===== config.mk =====
export PLATFORM = sky130hd
export DESIGN_NAME = control_unit_seq
export DESIGN_NICKNAME = d
export VERILOG_FILES = /design/src/rtl/control_unit_seq.sv
export SDC_FILE = /design/constraint.sdc
export NUM_CORES = 1
export LEC_CHECK = 0
export BUFFER_PORTS_ARGS = -buffer_cell sky130_fd_sc_hd__buf_4
export CAP_MARGIN = 20
export CORE_ASPECT_RATIO = 2
export CORE_UTILIZATION = 25
export CTS_CLUSTER_DIAMETER = 100
export CTS_CLUSTER_SIZE = 14
export DETAILED_ROUTE_END_ITERATION = 6
export HOLD_SLACK_MARGIN = 0.03
export PLACE_DENSITY = 0.59
export SETUP_SLACK_MARGIN = 0.05
export SYNTH_ARGS = -nofsm -noshare
export SYNTH_HDL_FRONTEND = slang
export SYNTH_SLANG_ARGS = --single-unit

===== constraint.sdc =====
create_clock -name clk -period 1.35 [get_ports clk]
set_clock_uncertainty 0.2 [all_clocks]
set_input_delay 0.135 -clock clk [delete_from_list [all_inputs] [get_ports clk]]
set_output_delay 0.135 -clock clk [all_outputs]
set_load 0.02 [all_outputs]

===== src/rtl/control_unit_seq.sv =====
// control_unit_seq -- D-stage decode and D->E control pipeline register for the RV32 core.
//
// Purpose:
//   Decodes op/funct3/funct7 combinationally in D and registers the control word into E.
//   The register supports stall, flush and bubble insertion. With CTRL_MULDIV_EN defined,
//   a small sequencer holds RV32M ops in E for MUL_CYCLES / DIV_CYCLES cycles. While it
//   does so it raises busy_o as a stall request to the hazard unit.
//
// Configuration macro:
//   CTRL_MULDIV_EN  defined   : RV32M decode plus the IDLE/BUSY sequencer.
//                   undefined : funct7=0000001 on OP is illegal; busy_o, MulDivE and MulDivOpE
//                               are tied 0 and no FSM/counter exists.
//
// Ports:
//   clk, rst_n            core clock, asynchronous active-low reset
//   instr_valid           D-stage instruction valid
//   op, funct3, funct7    instruction fields
//   stall_in, flush_in    hazard-unit hold / clear of the D/E register
//   ImmSrcD               combinational immediate select for the D-stage extend unit
//   *E outputs            registered E-stage control word
//   busy_o                multi-cycle mul/div stall request (Moore)

module control_unit_seq #(
    parameter int unsigned MUL_CYCLES = 2,
    parameter int unsigned DIV_CYCLES = 8
) (
    input  logic       clk,
    input  logic       rst_n,
    input  logic       instr_valid,
    input  logic [6:0] op,
    input  logic [2:0] funct3,
    input  logic [6:0] funct7,
    input  logic       stall_in,
    input  logic       flush_in,
    output logic [2:0] ImmSrcD,
    output logic       RegWriteE,
    output logic [1:0] ResultSrcE,
    output logic       MemWriteE,
    output logic       JumpE,
    output logic       BranchE,
    output logic [2:0] BranchCondE,
    output logic [3:0] ALUControlE,
    output logic       ALUSrcE,
    output logic       ALUSrcAE,
    output logic       JALRInstrE,
    output logic [2:0] AddressingControlE,
    output logic       MulDivE,
    output logic [2:0] MulDivOpE,
    output logic       IllegalE,
    output logic       busy_o
);

    if (MUL_CYCLES < 1 || DIV_CYCLES < 1) begin : g_bad_cfg
        $error("MUL_CYCLES and DIV_CYCLES must be at least 1");
    end

`ifdef CTRL_MULDIV_EN
    localparam bit MulDivOn = 1'b1;
`else
    localparam bit MulDivOn = 1'b0;
`endif

    typedef struct packed {
        logic       reg_write;
        logic [1:0] result_src;
        logic       mem_write;
        logic       jump;
        logic       branch;
        logic [2:0] branch_cond;
        logic [3:0] alu_control;
        logic       alu_src;
        logic       alu_src_a;
        logic       jalr;
        logic [2:0] addr_ctrl;
        logic       illegal;
    } ctrl_t;

    ctrl_t      w_dec;
    ctrl_t      w_next;
    ctrl_t      r_ctrl;
    logic [2:0] w_imm_src;
    logic       w_ill;
    logic       w_busy;
    logic       w_load;

    // Shared funct3 -> ALU code map for OP and OP-IMM; sra selects the arithmetic right shift.
    function automatic logic [3:0] alu_base(input logic [2:0] f3, input logic sra);
        logic [3:0] code;
        code = 4'b0000;
        case (f3)
            3'b000:  code = 4'b0000;
            3'b001:  code = 4'b0111;
            3'b010:  code = 4'b0101;
            3'b011:  code = 4'b0110;
            3'b100:  code = 4'b0100;
            3'b101:  code = sra ? 4'b1011 : 4'b1000;
            3'b110:  code = 4'b0011;
            default: code = 4'b0010;
        endcase
        return code;
    endfunction

    always_comb begin
        w_dec     = '0;
        w_imm_src = 3'b000;
        w_ill     = 1'b0;
        case (op)
            7'b0110011: begin
                w_dec.reg_write = 1'b1;
                if (funct7 == 7'b0000000) begin
                    w_dec.alu_control = alu_base(funct3, 1'b0);
                end else if (funct7 == 7'b0100000) begin
                    if (funct3 == 3'b000)      w_dec.alu_control = 4'b0001;
                    else if (funct3 == 3'b101) w_dec.alu_control = 4'b1011;
                    else                       w_ill = 1'b1;
                end else if (!(MulDivOn && funct7 == 7'b0000001)) begin
                    w_ill = 1'b1;
                end
            end
            7'b0010011: begin
                w_dec.reg_write   = 1'b1;
                w_dec.alu_src     = 1'b1;
                w_dec.alu_control = alu_base(funct3, funct7[5]);
            end
            7'b0000011: begin
                w_dec.reg_write  = 1'b1;
                w_dec.result_src = 2'b01;
                w_dec.alu_src    = 1'b1;
                w_dec.addr_ctrl  = funct3;
                if (funct3 == 3'b011 || funct3 == 3'b110 || funct3 == 3'b111) w_ill = 1'b1;
            end
            7'b0100011: begin
                w_dec.mem_write = 1'b1;
                w_dec.alu_src   = 1'b1;
                w_dec.addr_ctrl = funct3;
                w_imm_src       = 3'b001;
                if (funct3 > 3'b010) w_ill = 1'b1;
            end
            7'b1100011: begin
                w_dec.branch      = 1'b1;
                w_dec.alu_control = 4'b0001;
                w_dec.branch_cond = funct3;
                w_imm_src         = 3'b010;
                if (funct3 == 3'b010 || funct3 == 3'b011) w_ill = 1'b1;
            end
            7'b1101111: begin
                w_dec.jump       = 1'b1;
                w_dec.reg_write  = 1'b1;
                w_dec.result_src = 2'b10;
                w_imm_src        = 3'b011;
            end
            7'b1100111: begin
                w_dec.jump       = 1'b1;
                w_dec.jalr       = 1'b1;
                w_dec.reg_write  = 1'b1;
                w_dec.result_src = 2'b10;
                w_dec.alu_src    = 1'b1;
            end
            7'b0110111: begin
                w_dec.reg_write   = 1'b1;
                w_dec.alu_control = 4'b1111;
                w_dec.alu_src     = 1'b1;
                w_imm_src         = 3'b100;
            end
            7'b0010111: begin
                w_dec.reg_write = 1'b1;
                w_dec.alu_src_a = 1'b1;
                w_dec.alu_src   = 1'b1;
                w_imm_src       = 3'b100;
            end
            default: w_ill = 1'b1;
        endcase
        // Illegal instructions travel as a bubble that only carries the illegal flag.
        if (w_ill) begin
            w_dec         = '0;
            w_dec.illegal = 1'b1;
        end
        if (!instr_valid) w_imm_src = 3'b000;
    end

    assign ImmSrcD = w_imm_src;
    assign w_next  = instr_valid ? w_dec : '0;
    assign w_load  = !flush_in && !w_busy && !stall_in;

    always_ff @(posedge clk or negedge rst_n) begin
        if (!rst_n) begin
            r_ctrl <= '0;
        end else if (flush_in) begin
            r_ctrl <= '0;
        end else if (w_load) begin
            r_ctrl <= w_next;
        end
    end

`ifdef CTRL_MULDIV_EN
    localparam int unsigned MaxCyc = (MUL_CYCLES > DIV_CYCLES) ? MUL_CYCLES : DIV_CYCLES;
    localparam int unsigned CNT_W  = $clog2(MaxCyc + 1);

    typedef enum logic [0:0] {StIdle, StBusy} state_e;

    state_e           r_state;
    state_e           w_state_d;
    logic [CNT_W-1:0] r_cnt;
    logic [CNT_W-1:0] w_cnt_d;
    logic [CNT_W-1:0] w_n_m1;
    logic             w_m_dec;
    logic             r_muldiv;
    logic [2:0]       r_muldiv_op;

    assign w_m_dec = instr_valid && (op == 7'b0110011) && (funct7 == 7'b0000001);
    assign w_n_m1  = funct3[2] ? CNT_W'(DIV_CYCLES - 1) : CNT_W'(MUL_CYCLES - 1);
    assign w_busy  = (r_state == StBusy);

    always_comb begin
        w_state_d = r_state;
        w_cnt_d   = r_cnt;
        unique case (r_state)
            StIdle: begin
                // Single-cycle ops (N=1) never enter BUSY.
                if (w_load && w_m_dec && (w_n_m1 != '0)) begin
                    w_state_d = StBusy;
                    w_cnt_d   = w_n_m1;
                end
            end
            StBusy: begin
                w_cnt_d = r_cnt - 1'b1;
                if (r_cnt == CNT_W'(1)) w_state_d = StIdle;
            end
            default: w_state_d = StIdle;
        endcase
        if (flush_in) begin
            w_state_d = StIdle;
            w_cnt_d   = '0;
        end
    end

    always_ff @(posedge clk or negedge rst_n) begin
        if (!rst_n) begin
            r_state     <= StIdle;
            r_cnt       <= '0;
            r_muldiv    <= 1'b0;
            r_muldiv_op <= 3'b000;
        end else begin
            r_state <= w_state_d;
            r_cnt   <= w_cnt_d;
            if (flush_in) begin
                r_muldiv    <= 1'b0;
                r_muldiv_op <= 3'b000;
            end else if (w_load) begin
                r_muldiv    <= w_m_dec;
                r_muldiv_op <= w_m_dec ? funct3 : 3'b000;
            end
        end
    end

    assign MulDivE   = r_muldiv;
    assign MulDivOpE = r_muldiv_op;
`else
    assign w_busy    = 1'b0;
    assign MulDivE   = 1'b0;
    assign MulDivOpE = 3'b000;
`endif

    assign busy_o             = w_busy;
    assign RegWriteE          = r_ctrl.reg_write;
    assign ResultSrcE         = r_ctrl.result_src;
    assign MemWriteE          = r_ctrl.mem_write;
    assign JumpE              = r_ctrl.jump;
    assign BranchE            = r_ctrl.branch;
    assign BranchCondE        = r_ctrl.branch_cond;
    assign ALUControlE        = r_ctrl.alu_control;
    assign ALUSrcE            = r_ctrl.alu_src;
    assign ALUSrcAE           = r_ctrl.alu_src_a;
    assign JALRInstrE         = r_ctrl.jalr;
    assign AddressingControlE = r_ctrl.addr_ctrl;
    assign IllegalE           = r_ctrl.illegal;

endmodule

==> summary.txt, run 1 <==
Critical path
  • Startpoint Class: primary input
  • Worst Path Required: around 1.3 ns
  • Worst R2R Setup Slack: 0.44 ns
  • Crit end category: register
  • CP arrival: 1.82 ns
  • Critical path endpoint: RegWriteE
  • Crit-path cells: buf_6 -> or4_4 -> nor3_4 -> a211oi_2 -> or4_4 -> buf_6 -> o31ai_4
  • Reg2Reg Depth: 1
  • FF-to-FF Start: ALUControlE[1]
  • Max FO, Critical Path: 9
  • Crit path from: funct7[1]
  • Worst path max stage delay: 0.54 ns
  • RR Endpoint: ALUControlE[1]
  • Setup Crit Path Kind: in2reg
  • Critical Path Slowest Stage Cell: or4_4

Floorplan
  • Cell Rows: 36
  • Core Region: 4950 sq um
  • IO Count: 50
  • Die Wd: 53.1 microns
  • Die area: 5530 sq um
  • Die Y: roughly 100 microns
  • Initial Util: 26.3%

Detailed routing
  • Post-Route WL: 4.03 mm
  • Avg WL per Cell: 13.5 microns
  • Met3 wire len: 105 microns
  • Wire length on met2: 2.48 mm
  • DR top layer: met4
  • DRC viols: 0
  • Detail Route Antenna Nets: 0
  • Routed via count: 1484
  • DR iter-0 viols: 26
  • TritonRoute pass-1 iters: 4
  • Vias/cell: 4.96
  • Met1 Wirelength: 1.31 mm

Pwr
  • P per Cell Area: between 500 and 600 nW/um^2
  • Leak: 1.02 nW
  • Peak VDD IR: roughly 0.00045 V

Cells and area
  • Final Net Count: about 270
  • Fin cells: 299
  • Fillers: between 500 and 600
  • Share of cells above drive strength 1: 49.2%
  • Most common cell after layout, fill and taps aside: buf_4
  • Area grow syn2layout: 69.7%
  • Antenna cells: 0
  • Final instance area: 2210 sq um
  • Commonest cells after routing, fill and taps aside: 80 x buf_4, 24 x nand2_1, 19 x dfrtp_1
  • Final core occ: 44.6%

Placed design
  • IO Port Bufs: 44
  • Post-Place Cell Area: 2010 sq um
  • Dpl cells: 289
  • Post-DP HPWL: 3.40 mm
  • GP Congestion: 0.814

Run status
  • Status: complete, but fails checks
  • Failing checks: negative setup slack

Timing
  • Final setup violation count: 17
  • Relative slew slack: 58.5%
  • Setup TNS: -6.96 ns
  • RSZ-0062 raised after global routing: yes
  • Fmax: ~540 MHz
  • Endpoints failing hold: 0
  • Final Cycle Share: 137%
  • Crit path time final: about 1.9 ns
  • Worst Slack Setup Final: -0.502 ns
  • Worst slew pin tran: between 0.6 and 0.7 ns
  • Max Slew Vio Count: 0
  • WHS: 0.0709 ns

Clocking
  • TritonCTS clock tree: yes
  • H-tree levels: 1
  • CTS Buf Count: 3
  • Clk slew on worst S/H paths: 0.07 ns
  • Clk buf depth: 2
  • CTS sink cnt: 19
  • Clk Latency, worst-skew pair: between 0.2 and 0.25 ns
  • Root Buffer: clkbuf_8

GRT
  • Total global-route track usage: 15.8%
  • Grt ovf: 0
  • Maximum number of pins on one net before global-route repair: 20
  • Initial antenna violation count: 0
  • Vias in the first global route: around 1500
  • First-pass GRT wire length: 6.50 mm

Logic synthesis
  • Post-synth ARST share: 100%
  • Syn. warnings: 0
  • Dominant synthesized flop cell: dfrtp_1
  • Count of different cell masters after synthesis: 45
  • Synthesis-stage register bit count: 19
  • Sequential area share after synthesis: 36.5%
  • Post-Syn Area: 1300 sq um
  • Post-Synthesis Cells: between 150 and 200
  • Syn Area/Cell: 8.47 sq um
  • Post-synth EDFFs: 0

Run
  • Max Cap Violations: 0

Worst hold path
  • Hold_sp: op[0]
  • Worst Hold Class: in2reg
area by class of cell:
cell class | instances | area, sq um | share of cell area, %
well taps | 57 | 71.3 | 3.22
repair buffers | 97 | 797 | 36.0
clock buffers | 3 | 41.3 | 1.87
multi-input cells | 120 | 815 | 36.8
inverters | 2 | 7.51 | 0.339
clock inverters | 1 | 5.00 | 0.226
flip-flops and latches | 19 | 475 | 21.5
Yosys cell counts (2+ instances only):
cell / n / area [sq um]
nor3_1: 3 / 15.0
nand2b_1: 5 / 31.3
nor2_1: 12 / 45.0
nand3b_1: 2 / 15.0
buf_4: 6 / 45.0
nand3_1: 3 / 15.0
xor2_1: 2 / 17.5
dfrtp_1: 19 / 475
a211oi_1: 2 / 15.0
or4_4: 2 / 22.5
clkbuf_1: 9 / 33.8
a21oi_1: 7 / 35.0
nand2_1: 24 / 90.1
or2_2: 2 / 12.5
a32o_1: 5 / 50.1
o21ai_0: 12 / 60.1
a22o_1: 4 / 35.0
inv_1: 2 / 7.51
o31ai_4: 2 / 42.5
nor2b_1: 6 / 37.5
worst max-delay path, delay by kind of cell:
family / cells / cell delay [ns]
AND/OR/NAND/NOR: 3 / 1.13
AO/OA/AOI/OAI: 2 / 0.30
buffers and inverters: 2 / 0.25
metal layers:
layer	global-route usage, %	up-vias
met4	7.89	0
met5	0	-
li1	-	715
met1	14.2	727
met2	31.5	34
met3	1.02	8
report_power, final:
part           switching [mW]  total, mW  leakage, nW  internal [mW]
combinational           0.175      0.359        0.730          0.185
sequential            0.00105      0.572        0.265          0.571
clock                   0.170      0.374       0.0255          0.204
through the flow:
| step | setup slack (ns) | total power, mW |
|---|---|---|
| after floorplan | -0.607 | 0.736 |
| after global placement | -0.831 | 0.905 |
| after detailed placement | -0.838 | 0.911 |
| after CTS | -0.503 | 1.31 |
| after global routing | -0.557 | 1.37 |
| final | -0.502 | 1.31 |
cells by family after synthesis:
group / count (synthesis) / share of synthesized area [%]
multiplexers: 1 / 0.864
XOR/XNOR: 3 / 2.02
AND/OR/NAND/NOR: 69 / 28.1
buffers and inverters: 19 / 7.87
other: 1 / 0.288
flip-flops: 19 / 36.5
AO/OA/AOI/OAI: 42 / 24.4
sequential cells by signal, indices dropped and copies added, names as in the netlist:
| signal | count |
|---|---|
| RegWriteE | 1 |
| ResultSrcE | 1 |
| AddressingControlE | 3 |
| ALUSrcAE | 1 |
| BranchCondE | 3 |
| JALRInstrE | 1 |
| ALUControlE | 4 |
| BranchE | 1 |
| JumpE | 1 |
| MemWriteE | 1 |
| IllegalE | 1 |
| ALUSrcE | 1 |
repair_timing:
item / CTS / global route
setup endpoints to repair: 18 / 18
pin swaps: 6 / 4
buffers inserted: 3 / 1
hold buffers: 2 / 0
endpoints found under the hold margin: 20 / 0
gates resized for setup: 19 / 6
worst min path at each step:
stage                                       end  cells past startpoint
after global placement    AddressingControlE[0]                      1
after global routing              ResultSrcE[0]                      4
final                                     JumpE                      4
after CTS                                 JumpE                      4
after detailed placement  AddressingControlE[0]                      1
after floorplan                  ALUControlE[0]                      0
Note: power is estimated with default switching activity, not from simulation.
==> inputs of run 2 (changes only) <==
--- a/config.mk
+++ b/config.mk
@@ -12,6 +12,7 @@
 export CTS_CLUSTER_DIAMETER = 100
 export CTS_CLUSTER_SIZE = 14
 export DETAILED_ROUTE_END_ITERATION = 6
+export GPL_TIMING_DRIVEN = 0
 export HOLD_SLACK_MARGIN = 0.03
 export PLACE_DENSITY = 0.59
 export SETUP_SLACK_MARGIN = 0.05
==> run 2 against run 1 <==
Compared with the run above: the run ends with negative hold slack, negative setup slack left; non-clock buffer count fell by 19; via count fell by 6.0%; critical path depth did not move; cell count fell by 6.4%; clock power rose by 7.0%; largest cell class unchanged; first-iteration DRC count fell by 35%; total power rose by 1.0%; cell area fell by 4.5%; clock-buffer cell count rose by 1; combinational power fell by 3%; sequential power barely moved; flip-flop and latch count did not move.
==> summary.txt, run 2 (synthesis gave the netlist of run 1 again) <==
Detailed routing
  • Routed via count: 1395 (-6.0%)
  • DRC viols: 0 (unchanged)
  • DR iter-0 viols: 17 (-35%)
  • TritonRoute pass-1 iters: 4 (unchanged)
  • Avg WL per Cell: 14.5 microns (+7.8%)
  • Post-Route WL: 4.07 mm (+0.92%)
  • Vias/cell: 4.98 (+0.38%)
  • Detail Route Antenna Nets: 0 (unchanged)

Cells and area
  • Max reg flops: 4 (unchanged)
  • Final core occ: 42.7% (-2.0 points)
  • Fin cells: 280 (-6.4%)
  • Share of cells above drive strength 1: 43.9% (-5.2 points)
  • Fillers: 494 (-3.7%)
  • Area taken by flip-flops and latches: 475 sq um (unchanged)
  • Final instance area: 2110 sq um (-4.5%)
  • Antenna cells: 0 (unchanged)
  • Final Net Count: 246 (-7.2%)
  • Multi-input gate area: 827 sq um (+1.5%)
  • Commonest cells after routing, fill and taps aside: 52 x buf_4, 24 x nand2_1, 19 x dfrtp_1
  • Most common cell after layout, fill and taps aside: buf_4
  • Area grow syn2layout: 62.1%

Timing
  • WHS: -0.0144 ns (-0.0853 ns)
  • Setup TNS: -6.57 ns (+0.380 ns)
  • Final setup violation count: 17 (unchanged)
  • Worst Slack Setup Final: -0.521 ns (-0.0199 ns)
  • Relative slew slack: 65.4% (+6.9 points)
  • Max Slew Vio Count: 0 (unchanged)
  • RSZ-0062 raised after global routing: yes
  • Worst slew pin tran: 0.518 ns (-0.102 ns)
  • Crit path time final: 1.87 ns (+0.0199 ns)
  • Final Cycle Share: 139% (+1.5 points)
  • Endpoints failing hold: 1 (+1)
  • Fmax: 534 MHz (-1.1%)

Critical path
  • Worst Path Required: 1.33 ns (about the same)
  • Max FO, Critical Path: 5 (-4)
  • WP buf/inv: 2 (unchanged)
  • Worst path max stage delay: 0.54 ns (about the same)
  • Family with the most delay on the worst path: simple AND/OR/NAND/NOR gates
  • CP arrival: 1.85 ns (+0.03 ns)
  • Critical Path Slowest Stage Cell: or4_4
  • Setup Crit Path Kind: in2reg
  • Startpoint Class: primary input
  • Crit end category: register
  • Crit-path cells: buf_6 -> or4_4 -> nor3_4 -> a211oi_4 -> or4_4 -> buf_6 -> o31ai_4

GRT
  • Vias in the first global route: 1359 (-7.6%)
  • Initial antenna violation count: 0 (unchanged)
  • First-pass GRT wire length: 6.65 mm (+2.3%)
  • Maximum number of pins on one net before global-route repair: 20 (unchanged)
  • Total global-route track usage: 16.1% (+0.30 points)
  • Grt ovf: 0 (unchanged)

Clocking
  • H-tree levels: 1 (unchanged)
  • TritonCTS clock tree: yes
  • Clk Latency, worst-skew pair: 0.25 ns (about the same)
  • Clk buf depth: 2 (unchanged)
  • Root Buffer: clkbuf_8
  • CTS Buf Count: 3 (unchanged)
  • Cts hold-fix bufs: 3 (+1)
  • Clk slew on worst S/H paths: 0.07 ns (about the same)
  • CTS sink cnt: 19 (unchanged)

Placed design
  • Dpl cells: 257 (-11%)
  • IO Port Bufs: 42 (-4.5%)
  • GP Congestion: 0.872 (+7.1%)
  • Post-DP HPWL: 3.12 mm (-8.1%)
  • Post-Place Cell Area: 1740 sq um (-13%)
  • Post-place setup slack: -0.875 ns (-0.0368 ns)

Pwr
  • Final Power: 1.32 mW (+1.0%)
  • Peak VDD IR: 0.000375 V (-16%)
  • Leak: 0.938 nW (-8.0%)
  • P per Cell Area: 624 nW/um^2 (+5.7%)

Worst hold path
  • Worst Hold Class: in2reg

Floorplan
  • Die Wd: 53.1 microns (unchanged)
  • Initial Util: 26.3% (unchanged)
  • Core Region: 4950 sq um (unchanged)
  • Cell Rows: 36 (unchanged)
  • Die area: 5530 sq um (unchanged)
  • Die Y: 104 microns (unchanged)
  • IO Count: 50 (unchanged)

Run
  • Max Cap Violations: 0 (unchanged)

Run status
  • Status: complete, but fails checks
  • Failing checks: negative hold slack, negative setup slack
-- run 2: cell count changes in the layout (fill, tap and decap cells not counted), moves of 2 or more --
cell       before  now
clkbuf_16       0    2
o21ai_0        11    8
buf_4          80   52
o21ai_1         1    4
nor2_2          0    2
clkbuf_1        0    3
nor2_1         11    9
clkbuf_2        0    3
buf_6          13   11
-- run 2: final cells by class --
class                           count  area share [%]
Buffer                             17            8.05
Clock buffer                        4            2.13
Inverter                            2           0.355
Multi-Input combinational cell    120            39.1
Sequential cell                    19            22.5
Tap cell                           57            3.37
Timing Repair Buffer               61            24.5
-- run 2: repair_timing --
item / CTS / global route
setup buffers: 9 / 7
endpoints found under the hold margin: 21 / 1
pin swaps: 6 / 6
resized for setup: 34 / 17
setup endpoints to repair: 21 / 19
gates cloned: 1 / 0
-- run 2: path summary, 6_finish.rpt --
kind	startpoint	end	slack, ns	cells past startpoint
setup / recovery	funct7[1]	RegWriteE	-0.52	7
hold / removal	op[2]	ResultSrcE[0]	-0.01	3
setup reg to reg	ALUControlE[3]	ALUControlE[3]	0.44	1
hold reg to reg	BranchCondE[0]	BranchCondE[0]	0.29	2
max in group asynchronous	rst_n	ALUControlE[1]	0.66	2
min in group asynchronous	rst_n	RegWriteE	0.08	2
-- run 2: per-layer routing --
layer / track usage, % / vias up / part of all wire [%]
li1: - / 681 / -
met1: 16.6 / 660 / 34
met2: 30.1 / 43 / 60
met3: 0.877 / 11 / 2.8
met4: 7.89 / 0 / 3.2
met5: 0 / - / 0
-- run 2: report_power, final --
part	internal, mW	switching, mW
combinational	0.168	0.179
clock	0.210	0.190
sequential	0.571	0.00109
total	0.950	0.369
==> inputs of run 3 (changes only) <==
--- a/config.mk
+++ b/config.mk
@@ -8,13 +8,14 @@
 export BUFFER_PORTS_ARGS = -buffer_cell sky130_fd_sc_hd__buf_4
 export CAP_MARGIN = 20
 export CORE_ASPECT_RATIO = 2
+export CORE_MARGIN = 2
 export CORE_UTILIZATION = 25
+export CTS_BUF_LIST = sky130_fd_sc_hd__clkbuf_4 sky130_fd_sc_hd__clkbuf_8
 export CTS_CLUSTER_DIAMETER = 100
 export CTS_CLUSTER_SIZE = 14
 export DETAILED_ROUTE_END_ITERATION = 6
 export GPL_TIMING_DRIVEN = 0
 export HOLD_SLACK_MARGIN = 0.03
-export PLACE_DENSITY = 0.59
 export SETUP_SLACK_MARGIN = 0.05
 export SYNTH_ARGS = -nofsm -noshare
 export SYNTH_HDL_FRONTEND = slang
==> run 3 against run 2 <==
Compared with the run above: the run still ends with negative hold slack, negative setup slack left; global-route usage is 0.84 points lower; maximum frequency is 1.3% lower; flip-flop and latch count stayed put; wire length is 5.2% higher; register-to-register slack hardly changed; worst setup slack worse by 0.025 ns; highest routed layer unchanged.
==> summary.txt, run 3 (synthesis gave the netlist of run 1 again) <==
Run status
  • Status: complete, but fails checks
  • Failing checks: negative hold slack, negative setup slack

Detailed routing
  • Avg WL per Cell: 15.3 microns (+5.6%)
  • DR iter-0 viols: 30 (+13)
  • Post-Route WL: 4.28 mm (+5.2%)
  • Routed via count: 1405 (+0.72%)
  • DRC viols: 0 (unchanged)
  • Vias/cell: 5.04 (+1.1%)
  • TritonRoute pass-1 iters: 4 (unchanged)
  • Detail Route Antenna Nets: 0 (unchanged)

Timing
  • Worst Slack Setup Final: -0.547 ns (-0.0253 ns)
  • Fmax: 527 MHz (-1.3%)
  • Worst slew pin tran: 0.591 ns (+0.0723 ns)
  • Relative slew slack: 60.3% (-5.1 points)
  • Final Cycle Share: 140% (+1.9 points)
  • RSZ-0062 raised after global routing: yes
  • WHS: -0.0180 ns (-0.00355 ns)
  • Endpoints failing hold: 1 (unchanged)
  • Setup TNS: -7.25 ns (-0.671 ns)
  • Max Slew Vio Count: 0 (unchanged)
  • Crit path time final: 1.90 ns (+0.0253 ns)
  • Final setup violation count: 17 (unchanged)

Pwr
  • Final Power: 1.34 mW (+1.2%)
  • Clock power share: 31.6% (+1.3 points)
  • Peak VDD IR: 0.000442 V (+18%)
  • Comb pwr share: 25.5% (-0.8 points)
  • P per Cell Area: 639 nW/um^2 (+2.3%)
  • P_int: 0.961 mW (+1.2%)
  • Leak: 0.929 nW (-0.98%)
  • Sw frac: 28.0% (about the same)
  • Sequential power share: 42.9% (-0.5 points)
  • Psw: 0.374 mW (+1.2%)

Placed design
  • GP Congestion: 0.945 (+8.5%)
  • Dpl cells: 258 (+0.39%)
  • Post-place setup slack: -0.887 ns (-0.0116 ns)
  • IO Port Bufs: 42 (unchanged)
  • Post-DP HPWL: 3.11 mm (-0.37%)

Critical path
  • Crit end category: register
  • Max FO, Critical Path: 5 (unchanged)
  • Startpoint Class: primary input
  • Worst Path Required: 1.33 ns (about the same)
  • CP arrival: 1.88 ns (+0.03 ns)
  • Setup Crit Path Kind: in2reg

Clocking
  • Cts hold-fix bufs: 3 (unchanged)
  • Clk buf depth: 2 (unchanged)
  • CTS sink cnt: 19 (unchanged)
  • TritonCTS clock tree: yes
  • Clk Latency, worst-skew pair: 0.26 ns (about the same)
  • Clk slew on worst S/H paths: 0.07 ns (about the same)
  • Root Buffer: clkbuf_8
  • CTS Buf Count: 3 (unchanged)
  • H-tree levels: 1 (unchanged)

Floorplan
  • Die area: 5840 sq um (+5.8%)
  • Initial Util: 25.6% (-0.71 points)
  • IO Count: 50 (unchanged)
  • Die Y: 106 microns (+1.9%)
  • Cell Rows: 37 (+2.8%)
  • Die Wd: 55.1 microns (+3.8%)
  • Core Region: 5090 sq um (+2.8%)

GRT
  • Total global-route track usage: 15.2% (-0.84 points)
  • Vias in the first global route: 1385 (+1.9%)
  • Grt met3 use: 1.26% (+0.39 points)
  • Initial antenna violation count: 0 (unchanged)
  • Grt ovf: 0 (unchanged)
  • Met1 global-route usage: 14.9% (-1.7 points)
  • GR Layer Usage met2: 29.0% (-1.1 points)
  • First-pass GRT wire length: 6.53 mm (-1.9%)
  • Maximum number of pins on one net before global-route repair: 20 (unchanged)
  • GRT Max-Usage Layer: met2

Cells and area
  • Fin cells: 279 (-0.36%)
  • Max reg flops: 4 (unchanged)
  • Area grow syn2layout: 60.4%
  • Commonest cells after routing, fill and taps aside: 50 x buf_4, 24 x nand2_1, 19 x dfrtp_1
  • Share of cells above drive strength 1: 43.9% (-0.055 points)
  • Antenna cells: 0 (unchanged)
  • Most common cell after layout, fill and taps aside: buf_4
  • Fillers: 518 (+4.9%)
  • Final Net Count: 244 (-0.81%)

Run
  • Max Cap Violations: 0 (unchanged)

Worst hold path
  • Worst Hold Class: in2reg
==> run 3: cell count changes in the layout (fill, tap and decap cells not counted), sizes merged <==
cell    previous run  this run
buf               68        65
clkbuf            11        12
==> run 3: metrics by stage <==
stage	utilization, %	instance area (sq um)
global route	41.1	2090
finish	41.1	2090
global placement	34.2	1740
detailed placement	34.2	1740
floorplan	-	1350
CTS	40.0	2040
==> run 3: repair_timing <==
item | CTS | global route
pin swaps | 6 | 3
cloned | 1 | 0
setup endpoints to repair | 21 | 19
hold endpoints to repair | 21 | 1
gates resized for setup | 33 | 14
buffers inserted | 10 | 3
==> run 3: area by class of cell <==
type / instances / area (sq um) / share of cell area (%)
inverter: 2 / 7.51 / 0.359
timing repair buffer: 59 / 497 / 23.8
buffer: 17 / 161 / 7.72
multi-input combinational: 120 / 828 / 39.6
tap: 58 / 72.6 / 3.47
clock buffer: 4 / 48.8 / 2.33
sequential: 19 / 475 / 22.7
==> run 3: metal layers <==
layer / vias to the layer above / wire length, microns
li1: 674 / -
met1: 666 / 1380
met2: 48 / 2520
met3: 17 / 181
met4: 0 / 195
met5: - / 0
==> run 3: power by group through the flow <==
| stage | sequential (mW) | clock (mW) | combinational, mW |
|---|---|---|---|
| 2_1_floorplan | 0.586 | 0 | 0.150 |
| 3_3_place_gp | 0.583 | 0 | 0.264 |
| 3_5_place_dp | 0.583 | 0 | 0.266 |
| 4_1_cts | 0.572 | 0.423 | 0.321 |
| 5_1_grt | 0.572 | 0.435 | 0.371 |
| 6_report | 0.572 | 0.422 | 0.341 |
==> run 3: worst max-delay path, stage by stage <==
cell	delay, ns
buf_6	0.09
or4_4	0.55
nor3_4	0.20
a211oi_4	0.11
or4_4	0.44
buf_6	0.16
o31ai_4	0.20
==> run 3: worst paths after layout <==
kind	start	slack, ns	endpoint	cells after the start
setup / recovery	funct7[1]	-0.55	RegWriteE	7
hold / removal	op[4]	-0.02	ResultSrcE[0]	3
setup reg to reg	ALUSrcAE	0.44	ALUSrcAE	1
hold reg to reg	BranchCondE[1]	0.28	BranchCondE[1]	2
max in group asynchronous	rst_n	0.67	ALUControlE[1]	2
min in group asynchronous	rst_n	0.08	RegWriteE	2
